## config.mk

```make
export PLATFORM = sky130hd
export DESIGN_NAME = fastram_dram_sequencer_flat
export DESIGN_NICKNAME = d
export VERILOG_FILES = /design/src/rtl/fastram_pkg.sv /design/src/rtl/fastram_dram_sequencer_if.sv /design/src/rtl/fastram_refresh_timer.sv /design/src/rtl/fastram_dram_sequencer.sv /design/src/flat_wrapper.sv
export SDC_FILE = /design/constraint.sdc
export NUM_CORES = 1
export LEC_CHECK = 0
export BUFFER_PORTS_ARGS = -buffer_cell sky130_fd_sc_hd__buf_2
export CORE_UTILIZATION = 40
export CTS_CLUSTER_SIZE = 8
export DETAILED_ROUTE_END_ITERATION = 6
export SETUP_SLACK_MARGIN = 0.15
export SLEW_MARGIN = 15
export SYNTH_ARGS = -nofsm -noshare
export SYNTH_HDL_FRONTEND = slang
export SYNTH_SLANG_ARGS = --single-unit
```

## constraint.sdc

```tcl
create_clock -name CLKCPU -period 2.4 [get_ports CLKCPU]
set_input_delay 0.36 -clock CLKCPU [delete_from_list [all_inputs] [get_ports CLKCPU]]
set_output_delay 0.36 -clock CLKCPU [all_outputs]
set_load 0.02 [all_outputs]
```

## src/rtl/fastram_pkg.sv

```systemverilog
// -----------------------------------------------------------------------------
// fastram_pkg
// Shared declarations for the FastRAM DRAM sequencer slice.
//   state_e          : sequencer state encoding (also exposed for debug)
//   DEF_REFRESH_DIV  : CLKCPU cycles between refresh requests (15.6 us @ 25 MHz)
//   DEF_PRECHARGE    : cycles all RAS stay high between DRAM operations
//   DEF_REF_RAS_CYC  : cycles RAS stays low during a CBR refresh
//   cnt_width()      : width of a counter that must hold values 0..n-1
// -----------------------------------------------------------------------------
package fastram_pkg;

  typedef enum logic [2:0] {
    IDLE = 3'd0,
    ROW  = 3'd1,
    COL  = 3'd2,
    CAS  = 3'd3,
    HOLD = 3'd4,
    PRE  = 3'd5,
    RCAS = 3'd6,
    RRAS = 3'd7
  } state_e;

  localparam int DEF_REFRESH_DIV = 390;
  localparam int DEF_PRECHARGE   = 2;
  localparam int DEF_REF_RAS_CYC = 3;

  // A counter for 1 still needs one bit, so clamp the $clog2 result.
  function automatic int cnt_width(input int n);
    return (n > 1) ? $clog2(n) : 1;
  endfunction

endpackage

```

## src/rtl/fastram_dram_sequencer_if.sv

```systemverilog
// -----------------------------------------------------------------------------
// fastram_dram_sequencer_if
// Bus between the address decoder / ramcpld pins and the DRAM sequencer.
//   Decoder side : REQ, RW20, BANK, BE[3:0]
//   DRAM side    : RAS[1:0], CAS[3:0], RAM_MUX, RAMOE (all strobes active-low)
//   Status       : RAM_READY_N (to DSACK logic), REF_BUSY
//
// Handshake: REQ is the request; it is raised by the decoder for a FastRAM
// hit and held until the CPU cycle ends. RAM_READY_N low is the acknowledge:
// data is on the bus (read) or being written. The cycle completes when REQ
// drops; strobes and RAM_READY_N release together on the following edge.
// A REQ that drops before RAM_READY_N asserts aborts the cycle without CAS.
// -----------------------------------------------------------------------------
interface fastram_dram_sequencer_if;

  logic       REQ;
  logic       RW20;
  logic       BANK;
  logic [3:0] BE;
  logic [1:0] RAS;
  logic [3:0] CAS;
  logic       RAM_MUX;
  logic       RAMOE;
  logic       RAM_READY_N;
  logic       REF_BUSY;

  modport master (
    output REQ, RW20, BANK, BE,
    input  RAS, CAS, RAM_MUX, RAMOE, RAM_READY_N, REF_BUSY
  );

  modport slave (
    input  REQ, RW20, BANK, BE,
    output RAS, CAS, RAM_MUX, RAMOE, RAM_READY_N, REF_BUSY
  );

endinterface

```

## src/rtl/fastram_refresh_timer.sv

```systemverilog
// -----------------------------------------------------------------------------
// fastram_refresh_timer
// Free-running refresh interval counter plus a saturating count of refreshes
// still owed to the DRAM.
//   CLKCPU     in   clock
//   RESET      in   asynchronous, active-low
//   done_i     in   one-cycle pulse: a CBR refresh has just completed
//   tick_o     out  high in the cycle the interval counter is at zero
//   pending_o  out  refreshes owed, 0..3
// -----------------------------------------------------------------------------
module fastram_refresh_timer
  import fastram_pkg::*;
#(
  parameter int REFRESH_DIV = DEF_REFRESH_DIV
) (
  input  logic       CLKCPU,
  input  logic       RESET,
  input  logic       done_i,
  output logic       tick_o,
  output logic [1:0] pending_o
);

  localparam int CW = cnt_width(REFRESH_DIV);
  localparam logic [CW-1:0] CNT_LOAD = CW'(REFRESH_DIV - 1);

  logic [CW-1:0] cnt_q, cnt_d;
  logic [1:0]    pend_q, pend_d;

  always_comb begin
    tick_o = (cnt_q == '0);
    cnt_d  = tick_o ? CNT_LOAD : (cnt_q - CW'(1));
    pend_d = pend_q;
    // A tick and a completion in the same cycle cancel out.
    if (tick_o && !done_i && (pend_q != 2'd3)) begin
      pend_d = pend_q + 2'd1;
    end else if (!tick_o && done_i && (pend_q != 2'd0)) begin
      pend_d = pend_q - 2'd1;
    end
  end

  always_ff @(posedge CLKCPU or negedge RESET) begin
    if (!RESET) begin
      cnt_q  <= CNT_LOAD;
      pend_q <= 2'd0;
    end else begin
      cnt_q  <= cnt_d;
      pend_q <= pend_d;
    end
  end

  assign pending_o = pend_q;

endmodule

```

## src/rtl/fastram_dram_sequencer.sv

```systemverilog
// -----------------------------------------------------------------------------
// fastram_dram_sequencer
// Owns the FastRAM DRAM array: runs RAS/CAS/address-mux sequences for decoded
// CPU accesses and CAS-before-RAS refreshes, arbitrating the single array.
//   CLKCPU         in   clock, all state changes on the rising edge
//   RESET          in   asynchronous, active-low
//   bus            slave modport of fastram_dram_sequencer_if
//   dbg_state_o    out  current sequencer state
//   dbg_pending_o  out  refreshes owed
// All DRAM-facing outputs are registered.
// -----------------------------------------------------------------------------
module fastram_dram_sequencer
  import fastram_pkg::*;
#(
  parameter int REFRESH_DIV = DEF_REFRESH_DIV,
  parameter int PRECHARGE   = DEF_PRECHARGE,
  parameter int REF_RAS_CYC = DEF_REF_RAS_CYC
) (
  input  logic                       CLKCPU,
  input  logic                       RESET,
  fastram_dram_sequencer_if.slave    bus,
  output state_e                     dbg_state_o,
  output logic [1:0]                 dbg_pending_o
);

  localparam int PW = cnt_width(PRECHARGE);
  localparam int RW = cnt_width(REF_RAS_CYC);
  localparam logic [PW-1:0] PRE_LOAD  = PW'(PRECHARGE - 1);
  localparam logic [RW-1:0] RREF_LOAD = RW'(REF_RAS_CYC - 1);

  state_e        state_q;
  logic [1:0]    ras_q;
  logic [3:0]    cas_q;
  logic          mux_q;
  logic          oe_q;
  logic          rdy_q;
  logic          busy_q;
  logic          rw_q;
  logic [3:0]    be_q;
  logic [PW-1:0] pre_cnt_q;
  logic [RW-1:0] rref_cnt_q;

  logic          tick;
  logic [1:0]    pending;
  logic          refresh_done;
  logic          refresh_go;

  // Completion is signalled on the edge that leaves RRAS, so the pending
  // count drops at the same moment the sequencer enters precharge.
  assign refresh_done = (state_q == RRAS) && (rref_cnt_q == '0);
  // A tick arriving this cycle already counts as owed, so it beats REQ.
  assign refresh_go   = tick || (pending != 2'd0);

  fastram_refresh_timer #(
    .REFRESH_DIV (REFRESH_DIV)
  ) u_timer (
    .CLKCPU    (CLKCPU),
    .RESET     (RESET),
    .done_i    (refresh_done),
    .tick_o    (tick),
    .pending_o (pending)
  );

  always_ff @(posedge CLKCPU or negedge RESET) begin
    if (!RESET) begin
      state_q    <= IDLE;
      ras_q      <= 2'b11;
      cas_q      <= 4'b1111;
      mux_q      <= 1'b1;
      oe_q       <= 1'b1;
      rdy_q      <= 1'b1;
      busy_q     <= 1'b0;
      rw_q       <= 1'b0;
      be_q       <= 4'b0000;
      pre_cnt_q  <= '0;
      rref_cnt_q <= '0;
    end else begin
      case (state_q)
        IDLE: begin
          if (refresh_go) begin
            state_q <= RCAS;
            cas_q   <= 4'b0000;
            busy_q  <= 1'b1;
          end else if (bus.REQ) begin
            state_q <= ROW;
            rw_q    <= bus.RW20;
            be_q    <= bus.BE;
            ras_q   <= bus.BANK ? 2'b01 : 2'b10;
            mux_q   <= 1'b1;
          end
        end

        ROW, COL: begin
          if (!bus.REQ) begin
            // Abort before CAS: only RAS was low, nothing was acknowledged.
            state_q   <= PRE;
            ras_q     <= 2'b11;
            mux_q     <= 1'b1;
            pre_cnt_q <= PRE_LOAD;
          end else if (state_q == ROW) begin
            state_q <= COL;
            mux_q   <= 1'b0;
          end else begin
            // BE=0000 still acknowledges so the CPU cycle cannot hang.
            state_q <= CAS;
            cas_q   <= ~be_q;
            oe_q    <= ~rw_q;
            rdy_q   <= 1'b0;
          end
        end

        CAS, HOLD: begin
          if (!bus.REQ) begin
            state_q   <= PRE;
            ras_q     <= 2'b11;
            cas_q     <= 4'b1111;
            mux_q     <= 1'b1;
            oe_q      <= 1'b1;
            rdy_q     <= 1'b1;
            pre_cnt_q <= PRE_LOAD;
          end else begin
            state_q <= HOLD;
          end
        end

        PRE: begin
          if (pre_cnt_q == '0) begin
            state_q <= IDLE;
          end else begin
            pre_cnt_q <= pre_cnt_q - PW'(1);
          end
        end

        RCAS: begin
          // CAS has been low for a full cycle; now drop both RAS for CBR.
          state_q    <= RRAS;
          ras_q      <= 2'b00;
          rref_cnt_q <= RREF_LOAD;
        end

        RRAS: begin
          if (rref_cnt_q == '0) begin
            state_q   <= PRE;
            ras_q     <= 2'b11;
            cas_q     <= 4'b1111;
            busy_q    <= 1'b0;
            pre_cnt_q <= PRE_LOAD;
          end else begin
            rref_cnt_q <= rref_cnt_q - RW'(1);
          end
        end

        default: begin
          state_q <= IDLE;
        end
      endcase
    end
  end

  assign bus.RAS         = ras_q;
  assign bus.CAS         = cas_q;
  assign bus.RAM_MUX     = mux_q;
  assign bus.RAMOE       = oe_q;
  assign bus.RAM_READY_N = rdy_q;
  assign bus.REF_BUSY    = busy_q;

  assign dbg_state_o     = state_q;
  assign dbg_pending_o   = pending;

endmodule

```

## src/flat_wrapper.sv

```systemverilog
// flat-port wrapper written by rule: the top's interface ports become plain ports
module fastram_dram_sequencer_flat import fastram_pkg::*;
#(
  parameter int REFRESH_DIV = DEF_REFRESH_DIV,
  parameter int PRECHARGE   = DEF_PRECHARGE,
  parameter int REF_RAS_CYC = DEF_REF_RAS_CYC
)
  (CLKCPU, RESET, dbg_state_o, dbg_pending_o, bus_REQ, bus_RW20, bus_BANK, bus_BE, bus_RAS, bus_CAS, bus_RAM_MUX, bus_RAMOE, bus_RAM_READY_N, bus_REF_BUSY);
  fastram_dram_sequencer_if bus_i ();
  input  logic CLKCPU;
  input  logic RESET;
  output state_e dbg_state_o;
  output logic [1:0] dbg_pending_o;
  input wire logic [$bits(bus_i.REQ)-1:0] bus_REQ;
  input wire logic [$bits(bus_i.RW20)-1:0] bus_RW20;
  input wire logic [$bits(bus_i.BANK)-1:0] bus_BANK;
  input wire logic [$bits(bus_i.BE)-1:0] bus_BE;
  output wire logic [$bits(bus_i.RAS)-1:0] bus_RAS;
  output wire logic [$bits(bus_i.CAS)-1:0] bus_CAS;
  output wire logic [$bits(bus_i.RAM_MUX)-1:0] bus_RAM_MUX;
  output wire logic [$bits(bus_i.RAMOE)-1:0] bus_RAMOE;
  output wire logic [$bits(bus_i.RAM_READY_N)-1:0] bus_RAM_READY_N;
  output wire logic [$bits(bus_i.REF_BUSY)-1:0] bus_REF_BUSY;
  assign bus_i.REQ = bus_REQ;
  assign bus_i.RW20 = bus_RW20;
  assign bus_i.BANK = bus_BANK;
  assign bus_i.BE = bus_BE;
  assign bus_RAS = bus_i.RAS;
  assign bus_CAS = bus_i.CAS;
  assign bus_RAM_MUX = bus_i.RAM_MUX;
  assign bus_RAMOE = bus_i.RAMOE;
  assign bus_RAM_READY_N = bus_i.RAM_READY_N;
  assign bus_REF_BUSY = bus_i.REF_BUSY;
  fastram_dram_sequencer #(.REFRESH_DIV(REFRESH_DIV), .PRECHARGE(PRECHARGE), .REF_RAS_CYC(REF_RAS_CYC)) u_core (.CLKCPU(CLKCPU), .RESET(RESET), .bus(bus_i), .dbg_state_o(dbg_state_o), .dbg_pending_o(dbg_pending_o));
endmodule
```

Yosys cells after proc, flatten, opt, wreduce, memory -nomap -nowiden:

Cells that the tools add are included.

* register bits: 32
* logic and storage cells: 116

* bitwise operators: 3
* add/sub/neg operators: 5
* equality and inequality tests: 20
* multiplexer cells: 43
* reduce and logical (&&, ||, !) cells: 32

Operator list (number)
* 2-to-1 mux 4 bit: 5
* inequality test 2 bit, second input constant: 10
* one-hot mux 3 bit (6 select lines): 1
* 2-to-1 mux 2 bit: 8
* one-hot mux 4 bit (4 select lines): 1
* 2-to-1 mux 1 bit: 15
* 2-to-1 mux 3 bit: 5
* == test 3 bit, second input constant: 4
* AND reduction 3 bit: 4
* AND reduction 5 bit: 2
* nonzero test 2 bit: 5
* logical NOT 9 bit: 1
* 2-to-1 mux 9 bit: 1
* subtractor 9 x 1 -> 9 bit, second input constant: 1
* one-hot mux 2 bit (4 select lines): 1
* nonzero test 4 bit: 2
* == test 3 x 2 -> 1 bit, second input constant: 2
* inequality test 3 x 2 -> 1 bit, second input constant: 2
* one-hot mux 1 bit (2 select lines): 3
* one-hot mux 1 bit (3 select lines): 2
* AND reduction 6 bit: 1
* nonzero test 3 bit: 2
* logical AND 1 bit: 5
* NOT 4 bit: 1
* 15 further kinds: 19

Logic depth before layout (Yosys ltp):

Gate-level depths: netlist (run 1).

* word-level depth: 6
* mapped depth: 7

Modules after synthesis:

Synthesis (run 1) repeated with hierarchy kept, for this count alone.

* cells, all modules: 174
* area total of the unflattened synthesis: 1809.2 sq um

By module, submodules not included
* fastram_dram_sequencer: times used 1, cells an instance 121, area each 1242.4 sq um, seq. area each 536.8 sq um
* fastram_refresh_timer: times used 1, cells an instance 53, area each 566.8 sq um, seq. area each 280.3 sq um

Worst setup path before layout (run 1):

No wires, ideal clock.

* path kind: register to register
* from: reg u_core.u_timer.cnt_q[1]
* to: reg u_core.ras_q[0] (netlist: u_core.bus.RAS[0])
* setup slack: 615 ps
* arrival: 1700 ps
* data required time: 2315 ps
* period minus slack after synthesis: 1785 ps
* stages on the path, launching flop included: 7
* path buffers: 0
* cell sequence: dfrtp_1 inv_1 ha_1 or4b_4 o211ai_2 a22oi_2 mux2_1

* longest elaborated chain between the ends: 4

RTL lines
* from (decl): RTL line fastram_refresh_timer.sv:26 `logic [CW-1:0] cnt_q, cnt_d;`
* from (signal assigned): RTL line fastram_refresh_timer.sv:46 `cnt_q <= cnt_d;`
* logical NOT 9 bit: RTL line fastram_refresh_timer.sv:30 `tick_o = (cnt_q == '0);`
* logical OR 1 bit: RTL line fastram_dram_sequencer.sv:52 `assign refresh_go = tick || (pending != 2'd0);`
* inequality test 2 bit (no line)
* AND reduction 5 bit (no line)
* to (signal assigned): RTL line fastram_dram_sequencer.sv:88 `ras_q <= bus.BANK ? 2'b01 : 2'b10;`
* to (decl): RTL line fastram_dram_sequencer.sv:32 `logic [1:0] ras_q;`

Every way passes these cells.
A chain may end at the register's enable or synchronous reset.

Worst setup path after layout (run 1):

* from: reg u_core.u_timer.cnt_q[1]
* to: reg u_core.mux_q (netlist: u_core.bus.RAM_MUX)

* longest elaborated chain between the ends: 4

RTL lines
* logical NOT 9 bit: RTL line fastram_refresh_timer.sv:30
* logical OR 1 bit: RTL line fastram_dram_sequencer.sv:52
* inequality test 2 bit (no line)
* AND reduction 5 bit (no line)
* to (signal assigned): RTL line fastram_dram_sequencer.sv:69 `mux_q <= 1'b1;`
* to (signal assigned): RTL line fastram_dram_sequencer.sv:89 `mux_q <= 1'b1;`
* to (signal assigned): RTL line fastram_dram_sequencer.sv:98 `mux_q <= 1'b1;`
* to (decl): RTL line fastram_dram_sequencer.sv:34 `logic mux_q;`

Every way passes these cells.

==> results.yml, run 1 <==
run_status:
  status: "finished with violations"
  violations: "DRC"
logic_synthesis:
  synth-async-reset-ratio_pct: 100.0
  synth_area_leaders: "dfrtp_1, dfstp_2, mux2_2"
  ys_ff_latch: 32
  syn_area_um2: 1884
  syn_nets: 196
  syn_inst: 185
  synth_cell_types: 48
  synth_flop_cell: "dfrtp_1"
  synth_area_leader_cell: "dfrtp_1"
  yosys.area.top_type_share_pct: 25.23
  synth-edff-count: 0
  ys.warnings.count: 0
  post_synth.cell_area_avg_um2: 10.19
  yosysSeqAreaShare_pct: 43.36
global_routing:
  track_usage_pct: 17.41
  grt_pass1_vias: 1463
  grt_pass1_wl_mm: 6.893
  grt_max_degree: 33
  antenna_found_initial: 0
  grt_overflow: 0
worst_setup_path:
  crit_path_cell_trace: "inv_1, ha_1, or4b_4, o211ai_1, a31oi_1, a221o_1"
  cp-end-kind: "register"
  cpLargestDelayFamily: "compound AO/OA/AOI/OAI gates"
  worst-path-buf-inv: 1
  worstPathRequired_ps: 2610
  crit_arrival_ps: 2240
  crit_type: "register to register"
  worstSetupStartpointType: "register"
  crit_fanout: 6
  critPathSlowestCell: "or4b_4"
  crit_path_max_incr_delay_ps: 520
detailed_routing:
  wl_per_cell_um: 14.82
  finalWirelength_mm: 3.883
  initialDrtViolationCount: 96
  drcViolationCount: 2
  post_drt_via_cell_ratio: 5.534
  drt-pass1-iter-count: 6
  vias: 1450
  ant_nets: 0
cts:
  cts_buffers: 5
  clkLatencyLatePin_ps: 280
  cts_setup_buffers: 0
  holdBufCountCts: 0
  cts_tree: "built"
  cts_resized: 0
  cts.path.max_buffers: 2
  clock-sinks: 32
  clkTransAtPathRegs_ps: 70
  htreeDepth: 2
  root_buffer: "clkbuf_8"
sta:
  slew_headroom_pct: 52.97
  min_period_ps: 2030
  worstMarginPinSlew_ps: 705.5
  skew_ps: 10.14
  fmax_mhz: 492.6
  timing.hold.ws_ps: 123.5
  setup-tns-final_ps: 0
  fin_crit_sh_pct: 84.58
  maxSlewViolCount: 0
  final-setup-viol-count: 0
  rsz0062_at_grt: "false"
  finalHoldViolCount: 0
run:
  drv.max_cap_violation_count: 0
floorplan:
  placement_rows: 24
  initial_core_util_pct: 42.40
  io_pins: 24
  die_h_um: 70.64
  core_region_area_um2: 4444
  dieArea_um2: 4989
  die_width_um: 70.64
cells_and_area:
  area_growth_pct: 11.42
  nNetsFinal: 220
  drive_gt1_share_pct: 31.90
  n_antenna_cell: 0
  multi_input_area_um2: 953.4
  fin_cells: 262
  num-fill-cells: 430
  final_area_um2: 2100
  regArea_um2: 817.0
power:
  peakVddDrop_mv: 0.7641
  leakage_uw: 0.0008923
  powerDensity_nw_per_um2: 1126
placement:
  placed_cell_area_um2: 2018
  place_inst: 254
  hpwlAfterDp_mm: 2.803
  gp_congestion: 0.8275
  port_buffers: 23
hold_path:
  holdCritPathClass: "primary input to asynchronous set/reset pin"
metal layers:
layer / share of wire (%) / GRT usage, % / up-vias
met2: 49 / 29.13 / 39
met4: 1.4 / 5.333 / 0
met5: 0 / 0 / -
met1: 45 / 21.96 / 693
li1: - / - / 712
met3: 4.8 / 4.986 / 6
final cells by class:
cell class / count / area share (%)
Multi-Input combinational cell: 133 / 45.41
Sequential cell: 32 / 38.92
Timing Repair Buffer: 27 / 6.913
Clock buffer: 7 / 3.635
Tap cell: 52 / 3.099
Inverter: 10 / 1.788
Clock inverter: 1 / 0.2384
cells by family after synthesis:
kind of cell	after synthesis	synth area share [%]
compound gates	46	18.26
simple gates	65	19.79
fa+ha+maj	2	1.328
flops	32	43.36
xor+xnor	5	2.324
mux	15	8.898
buf+inv	20	6.042
worst paths after layout:
| check | cells after the start | from | endpoint | slack (ps) |
|---|---|---|---|---|
| setup / recovery | 6 | u_core.u_timer.cnt_q[1] | u_core.bus.RAM_MUX | 370 |
| min in group CLKCPU | 2 | bus_BE[1] | u_core.be_q[1] | 300 |
| hold / removal | 1 | RESET | u_core.u_timer.cnt_q[5] | 120 |
| setup reg to reg | 6 | u_core.u_timer.cnt_q[1] | u_core.bus.RAM_MUX | 370 |
| hold reg to reg | 1 | u_core.u_timer.cnt_q[0] | u_core.u_timer.cnt_q[0] | 470 |
| max in group asynchronous | 1 | RESET | u_core.rref_cnt_q[0] | 1820 |
through the flow:
stage,worst slack [ps],util [%],power [uW]
after floorplan,615.1,-,1749
after global placement,426.1,45.41,1944
after detailed placement,396.1,45.41,1976
after CTS,383.1,47.24,2387
after global routing,271.5,47.24,2564
final,370.0,47.24,2364
sequential cells by signal, indices dropped and copies added (netlist names):
signal / flops
u_core.pre_cnt_q: 1
u_core.u_timer.cnt_q: 9
u_core.rw_q: 1
u_core.rref_cnt_q: 2
u_core.u_timer.pending_o: 2
u_core.bus.RAS: 2
u_core.be_q: 4
u_core.dbg_state_o: 3
u_core.bus.RAMOE: 1
u_core.bus.CAS: 4
u_core.bus.RAM_MUX: 1
u_core.bus.RAM_READY_N: 1
u_core.bus.REF_BUSY: 1
report_power, final:
group | internal [uW] | switching, uW | leakage [uW] | total (uW)
Clock | 203 | 190 | 0.0000422 | 393
Combinational | 490 | 587 | 0.000483 | 1080
Sequential | 742 | 152 | 0.000367 | 894
Total | 1430 | 930 | 0.000892 | 2360
cells in the final DEF (no fill, tap or decap), drive strengths merged, types with 10 or more instances in the layout:
cell / Yosys / routed
dfstp: 13 / 13
nor2: 21 / 21
buf: 6 / 27
nand2: 10 / 10
dfrtp: 19 / 19
inv: 10 / 10
mux2: 14 / 14
Yosys cell counts (5+ instances only):
cell type  number
a21oi_1         5
a221o_1         5
buf_6           5
dfrtp_1        19
dfstp_2        13
inv_1          10
mux2_2         11
nand2_1         9
nand2b_1        7
nand3_1         5
nor2_1         21
nor3_1          6
o21ai_0         7
o21bai_1        6
Note: power is estimated with default switching activity, not from simulation.
==> run 2: changes to the inputs <==
- clock period: 2.4 -> 2.05 ns (I/O delays scaled with it)
==> results.yml, run 2 (same netlist as run 1, synthesis figures left out) <==
detailed_routing:
  initialDrtViolationCount: 47
  post_drt_via_cell_ratio: 5.612
  drt-pass1-iter-count: 6
  ant_nets: 0
  vias: 1532
  drcViolationCount: 2
  wl_per_cell_um: 15.72
  finalWirelength_mm: 4.291
cells_and_area:
  layout_common_cells: "buf_2, nor2_1, dfrtp_1"
  final_area_um2: 2248
  fin_cells: 273
  area_growth_pct: 19.32
  drive_gt1_share_pct: 40.27
  regMostFlops: "u_core.u_timer.cnt_q"
  nNetsFinal: 231
  n_antenna_cell: 0
  largest_reg_flops: 9
  num-fill-cells: 425
  final_common_cell: "buf_2"
cts:
  clkTransAtPathRegs_ps: 70
  htreeDepth: 2
  cts_tree: "built"
  clkLatencyLatePin_ps: 290
  cts_buffers: 5
  cts.path.max_buffers: 2
  holdBufCountCts: 0
  clock-sinks: 32
  root_buffer: "clkbuf_8"
sta:
  fmax_mhz: 517.4
  skew_ps: 6.630
  worstMarginPinSlew_ps: 714.1
  maxSlewViolCount: 0
  finalHoldViolCount: 0
  fin_crit_sh_pct: 94.28
  setup-tns-final_ps: 0
  min_period_ps: 1933
  rsz0062_at_grt: "true"
  slew_headroom_pct: 52.40
  final-setup-viol-count: 0
worst_setup_path:
  crit_arrival_ps: 2150
  r2r_slack_ps: 120
  worst-path-buf-inv: 1
  r2r_start: "u_core.u_timer.cnt_q[1]"
  critPathLaunch: "u_core.u_timer.cnt_q[1]"
  cp-end-kind: "register"
  critPathSlowestCell: "or4b_4"
  worstSetupEndpoint: "u_core.bus.RAM_MUX"
  crit_fanout: 4
  crit_type: "register to register"
  worstSetupStartpointType: "register"
  crit_path_cell_trace: "inv_2, ha_4, or4b_4, o211ai_1, a31oi_1, a221o_1"
  cpLargestDelayFamily: "compound AO/OA/AOI/OAI gates"
  crit_path_max_incr_delay_ps: 500
  path_depth: 6
  r2r-end: "u_core.bus.RAM_MUX"
  worst-r2r-cell-count: 6
  worstPathRequired_ps: 2270
placement:
  gp_congestion: 0.7978
  hpwlAfterDp_mm: 2.946
  port_buffers: 23
  placed_cell_area_um2: 2048
  place_inst: 258
floorplan:
  die_width_um: 70.64
  die_h_um: 70.64
  dieArea_um2: 4989
  io_pins: 24
  core_region_area_um2: 4444
  initial_core_util_pct: 42.40
  placement_rows: 24
global_routing:
  grt_pass1_vias: 1511
  antenna_found_initial: 0
  grt_pass1_wl_mm: 7.286
  grt_overflow: 0
  grt_max_degree: 33
  track_usage_pct: 18.56
power:
  peakVddDrop_mv: 0.6096
  power_uw: 2979
  powerDensity_nw_per_um2: 1325
  leakage_uw: 0.0009644
run_status:
  violations: "DRC"
  status: "finished with violations"
hold_path:
  holdCritPathClass: "primary input to asynchronous set/reset pin"
run:
  drv.max_cap_violation_count: 0
[run 2: changes by cell type in the layout (fill, tap and decap cells not counted), sizes merged]
cell / delta
buf: +11
clkbuf: -2
bufinv: +1
clkinvlp: +1
[run 2: cell type report]
class / instances / area (um2) / share of cell area (%)
multi-input cells: 133 / 988.4 / 43.96
flip-flops and latches: 32 / 818.3 / 36.39
repair buffers: 38 / 227.7 / 10.13
clock buffers: 5 / 68.82 / 3.061
well taps: 52 / 65.06 / 2.894
clock inverters: 3 / 42.54 / 1.892
inverters: 10 / 37.54 / 1.669
[run 2: worst min path at each step]
stage,startpoint,to,depth (start not counted)
after floorplan,RESET,u_core.be_q[0],0
after global placement,RESET,u_core.u_timer.cnt_q[5],1
after detailed placement,RESET,u_core.u_timer.cnt_q[5],1
after CTS,RESET,u_core.dbg_state_o[2],1
after global routing,RESET,u_core.u_timer.pending_o[1],1
final,RESET,u_core.u_timer.cnt_q[6],1
[run 2: what timing repair did]
action,4_1_cts,5_1_grt
resized for setup,4,6
pin swaps,2,7
setup endpoints to repair,13,14
setup buffers,1,6
[run 2: power by group]
part           total (uW)  internal [uW]  switching (uW)
Clock                 610            359             250
Combinational        1320            610             707
Sequential           1050            871             182
Total                2980           1840            1140
[run 2: metrics by stage]
step | hold slack [ps] | setup WS [ps] | util (%)
CTS | 93.79 | 119.0 | 49.04
detailed placement | 401.4 | 41.67 | 46.09
floorplan | 11.91 | 265.1 | -
global placement | 395.6 | 83.34 | 46.09
global route | 126.8 | 32.40 | 50.59
finish | 70.41 | 117.2 | 50.59
[run 2: metal layers]
metal  wire length (um)  GRT usage [%]  up-vias
met5                  0              0        -
met4                 32          3.333        0
met3                186          5.698        6
met2               2247          32.47       34
met1               1824          22.95      761
li1                   -              -      731
